### src/rtl/rand_pick_pkg.sv
// Shared types and constants for the rejection-sampling random value picker.
package rand_pick_pkg;

   localparam int VAL_W         = 4;
   localparam int MAX_RETRY_DEF = 8;

   typedef enum logic [1:0] {
      IDLE,
      STEP,
      SAMPLE,
      OUT
   } state_t;

endpackage

### src/rtl/rand_pick.sv
// Steps an external LFSR and keeps the first nonzero sample <= bound; fallback to bound after MAX_RETRY samples.
// Latency 1+2*attempts cycles from request edge to o_valid; o_valid and the result hold until i_ready.
module rand_pick
   import rand_pick_pkg::*;
#(
   parameter int MAX_RETRY = MAX_RETRY_DEF
) (
   input  logic             i_clk,
   input  logic             i_rst_n,
   input  logic             i_req,
   input  logic [VAL_W-1:0] i_bound,
   input  logic [VAL_W-1:0] i_lfsr,
   output logic             o_lfsr_step,
   output logic [VAL_W-1:0] o_value,
   output logic             o_valid,
   input  logic             i_ready,
   output logic             o_fallback,
   output logic [VAL_W-1:0] o_attempts,
   output logic             o_busy
);

   localparam logic [VAL_W-1:0] MAX_A = VAL_W'(MAX_RETRY);

   state_t           state;
   state_t           state_n;
   logic [VAL_W-1:0] bound_r;
   logic [VAL_W-1:0] attempts_r;
   logic [VAL_W-1:0] value_r;
   logic             fallback_r;
   logic             step_r;
   logic             accept;

   // Zero is the LFSR lock-up value and is never a legal pick.
   assign accept = (i_lfsr != '0) && (i_lfsr <= bound_r);

   always_comb begin
      state_n = state;
      case (state)
         IDLE:    if (i_req) state_n = STEP;
         STEP:    state_n = SAMPLE;
         SAMPLE:  if (accept || (attempts_r >= MAX_A)) state_n = OUT;
                  else state_n = STEP;
         OUT:     if (i_ready) state_n = IDLE;
         default: state_n = IDLE;
      endcase
   end

   always_ff @(posedge i_clk or negedge i_rst_n) begin
      if (!i_rst_n) begin
         state      <= IDLE;
         step_r     <= 1'b0;
         bound_r    <= '0;
         attempts_r <= '0;
         value_r    <= '0;
         fallback_r <= 1'b0;
      end else begin
         state  <= state_n;
         // Step is registered off the next state so it is high exactly during STEP.
         step_r <= (state_n == STEP);
         if ((state == IDLE) && i_req) begin
            bound_r    <= i_bound;
            attempts_r <= '0;
         end
         if ((state == STEP) && (attempts_r < MAX_A))
            attempts_r <= attempts_r + VAL_W'(1);
         if ((state == SAMPLE) && (state_n == OUT)) begin
            value_r    <= accept ? i_lfsr : bound_r;
            fallback_r <= ~accept;
         end
      end
   end

   assign o_lfsr_step = step_r;
   assign o_value     = value_r;
   assign o_valid     = (state == OUT);
   assign o_fallback  = fallback_r;
   assign o_attempts  = attempts_r;
   assign o_busy      = (state != IDLE);

endmodule

### config.mk
export PLATFORM = sky130hd
export DESIGN_NAME = rand_pick
export DESIGN_NICKNAME = d
export VERILOG_FILES = /design/src/rtl/rand_pick_pkg.sv /design/src/rtl/rand_pick.sv
export SDC_FILE = /design/constraint.sdc
export NUM_CORES = 1
export LEC_CHECK = 0
export CELL_PAD_IN_SITES_DETAIL_PLACEMENT = 1
export CELL_PAD_IN_SITES_GLOBAL_PLACEMENT = 2
export CORE_ASPECT_RATIO = 1.5
export CORE_MARGIN = 2
export CORE_UTILIZATION = 28
export DETAILED_ROUTE_END_ITERATION = 8
export PLACE_DENSITY_LB_ADDON = 0.05
export SLEW_MARGIN = 20
export SYNTH_ARGS = -nofsm -noshare
export SYNTH_HDL_FRONTEND = slang
export SYNTH_SLANG_ARGS = --single-unit
### constraint.sdc
create_clock -name i_clk -period 2.5 [get_ports i_clk]
set_clock_uncertainty 0.2 [all_clocks]
set_input_delay 0.75 -clock i_clk [delete_from_list [all_inputs] [get_ports i_clk]]
set_output_delay 0.75 -clock i_clk [all_outputs]
set_load 0.01 [all_outputs]
==> results.toml, run 1 <==
[outcome]
status = "finished, final reports clean"

[placement]
hpwl_mm = 2.06
portBuffers = 23
gp_congestion = 0.706
place_area_sq_mm = 0.00129
preCtsSetupSlack_ns = -0.440

[pwr]
p_clk_frac = 0.134
leakage_nw = 0.616
internal_power_mw = 1.08
power_switching_mw = 0.652
ir_drop_mv = 0.493
p_seq_frac = 0.279
p_comb_frac = 0.587
swShare = 0.376
p_per_area_mw_per_mm2 = 1260
p_total_mw = 1.74

[sta]
max_freq_mhz = 418
finalHoldWorstSlack_ns = 0.331
timing.final.crit_share = 0.956
maxSlewHeadroom = 0.721
slew_violations = 0
tightest_slew_ns = 0.414
setup_viol = 0
setup_ws_ns = 0.110
layout_min_cycle_time_ns = 2.39
finalHoldViolCount = 0
rsz0062_at_grt = "no"

[grt]
met2_usage = 0.291
grt_pass1_vias = 892
grt_pass1_wl_mm = 4.31
overflow = 0
use_met3 = 0.0224
grt.busiest_layer = "met2"
grt_max_degree = 17
met1_usage = 0.172
antenna_found_initial = 0
track_usage = 0.159

[drt]
drcViolationCount = 0
dr.pass1.iters = 4
ant_nets = 0
dr.first_iter.drc_count = 3
vias = 827
drt-wirelength-per-cell_microns = 15.0
wl_mm = 2.58
routed_via_density = 4.81

[worst_setup_path]
worstPathMaxFanout = 6
r2r_slack_ns = 0.34
crit_type = "in2reg"
timing.critical_path.buf_inv = 2
arrival_ns = 2.33
worstPathRequired_ns = 2.44
cp-startpoint = "i_lfsr[0]"
path_cells = "dlygate4sd2_1, buf_4, nor4_4, nor2b_4, a21o_4, o21a_4, mux2_4"
endpoint_kind = "flip-flop"
crit_path_top_delay_cell = "nor4_4"
crit_family = "compound AO/OA/AOI/OAI gates"
critPathMaxStageDelay_ns = 0.35
r2r-start = "bound_r[1]"
startpoint_type = "input pin"

[yosys]
postSynthNetCount = 109
async_reset_ff_frac = 1.00
ys.flop_type = "dfrtp_1"
ys_seq_elements = 16
yosysWarnings = 0
netlist_area_sq_um = 911
synth-edff-count = 0
postSynthCellCount = 91
syn_area_per_cell_sq_um = 10.0
yosysSeqAreaShare = 0.440
yosysUniqueCellTypes = 30

[layout]
fill_cells = 365
register_area_sq_um = 400
layout-drive-gt1-share = 0.273
multi_input_area_sq_um = 484
syn_to_final_growth_pct = 51.1
fin_area_sq_mm = 0.00138
diodes = 0
nets = 151
layout_common_cells = "19 x clkdlybuf4s50_1, 16 x dfrtp_1, 15 x buf_4"
layout_commonest_cell = "clkdlybuf4s50_1"

[die]
core_region_area_sq_mm = 0.00313
die_h_microns = 73.9
initial_utilization = 0.291
dieArea_sq_mm = 0.00373
boundaryPins = 24
die-width_microns = 50.6
rows = 25

[clocking]
root_buffer = "clkbuf_8"
htree_levels = 1
clock_path_buffers = 2
cts.sinks = 16
cts_made_buffers = 3
clkTransAtPathRegs_ns = 0.06
cts_tree = "built"
clock_latency_ns = 0.25

[job]
maxCapViolCount = 0

[worst_hold_path]
min_path_type = "reg2reg"
worstHoldStart = "o_fallback"
## final timing paths
path / end / depth (start not counted)
min: o_fallback / 2
min in group asynchronous: bound_r[1] / 2
max reg2reg: o_value[0] / 8
min reg2reg: o_fallback / 2
max in group asynchronous: bound_r[2] / 2
max: o_value[2] / 7
## state kept, by name (all words and copies together), names as in the netlist
name,count
state,2
o_value,4
bound_r,4
o_lfsr_step,1
o_fallback,1
o_attempts,4
## worst min-delay path, delay by kind of cell (launching register included)
family	cells	cell delay, ns
DFF	1	0.34
AOI/OAI and AO/OA	2	0.15
## per-layer routing
| metal | part of all wire | routed length, microns | up-vias |
|---|---|---|---|
| li1 | - | - | 401 |
| met4 | 0.019 | 50 | 0 |
| met1 | 0.40 | 1030 | 404 |
| met2 | 0.55 | 1430 | 18 |
| met3 | 0.027 | 69 | 4 |
| met5 | 0 | 0 | - |
## synthesized netlist by cell type, types with 2 or more instances
cell type / number / area (sq um)
a21oi_1: 7 / 35.0
dfrtp_1: 16 / 400
ha_1: 6 / 75.1
inv_1: 11 / 41.3
mux2_4: 2 / 30.0
nand2_1: 8 / 30.0
nand3_1: 4 / 20.0
nor2_1: 5 / 18.8
nor2b_1: 2 / 12.5
o21ai_0: 9 / 45.0
o221ai_1: 2 / 17.5
## through the flow
step	util	std cells	TNS, ns
6_report	0.440	172	0
5_1_grt	0.440	172	0
4_1_cts	0.441	172	0
3_5_place_dp	0.414	167	-2.27
3_3_place_gp	0.414	167	-1.80
2_1_floorplan	-	91	0
## cells by family after synthesis
| group | after synthesis | synth area share |
|---|---|---|
| multiplexers | 4 | 0.0563 |
| AO/OA/AOI/OAI | 28 | 0.221 |
| flip-flops | 16 | 0.440 |
| buffers and inverters | 13 | 0.0549 |
| AND/OR/NAND/NOR | 24 | 0.146 |
| adder cells (fa/ha/maj) | 6 | 0.0824 |
## power groups by stage
stage                     registers [mW]  clock network (mW)  logic [mW]
final                              0.485               0.232        1.02
after global routing               0.502               0.254        1.13
after CTS                          0.486               0.243        1.04
after detailed placement           0.490                   0       0.997
after global placement             0.491                   0       0.978
after floorplan                    0.510                   0       0.496
## what timing repair did
item / 4_1_cts / 5_1_grt
setup endpoints to repair: 6 / 3
pin swaps: 7 / 2
gates resized for setup: 9 / 2
buffers inserted: 1 / 0
hold buffers: 0 / 0
## final cells by class
cell class                 instances  share of cell area
multi-input combinational         62               0.352
timing repair buffer              39               0.251
sequential                        16               0.291
inverter                          11              0.0300
tap                               40              0.0364
clock buffer                       4              0.0400
Power figures use the tool's default switching activity.
==> run 2: changes to the inputs <==
--- a/config.mk
+++ b/config.mk
@@ -5,6 +5,7 @@
 export SDC_FILE = /design/constraint.sdc
 export NUM_CORES = 1
 export LEC_CHECK = 0
+export CAP_MARGIN = 20
 export CELL_PAD_IN_SITES_DETAIL_PLACEMENT = 1
 export CELL_PAD_IN_SITES_GLOBAL_PLACEMENT = 2
 export CORE_ASPECT_RATIO = 1.5
==> results of run 2 <==
Same layout as run 1: the final DEF is identical, and so are final timing and power.
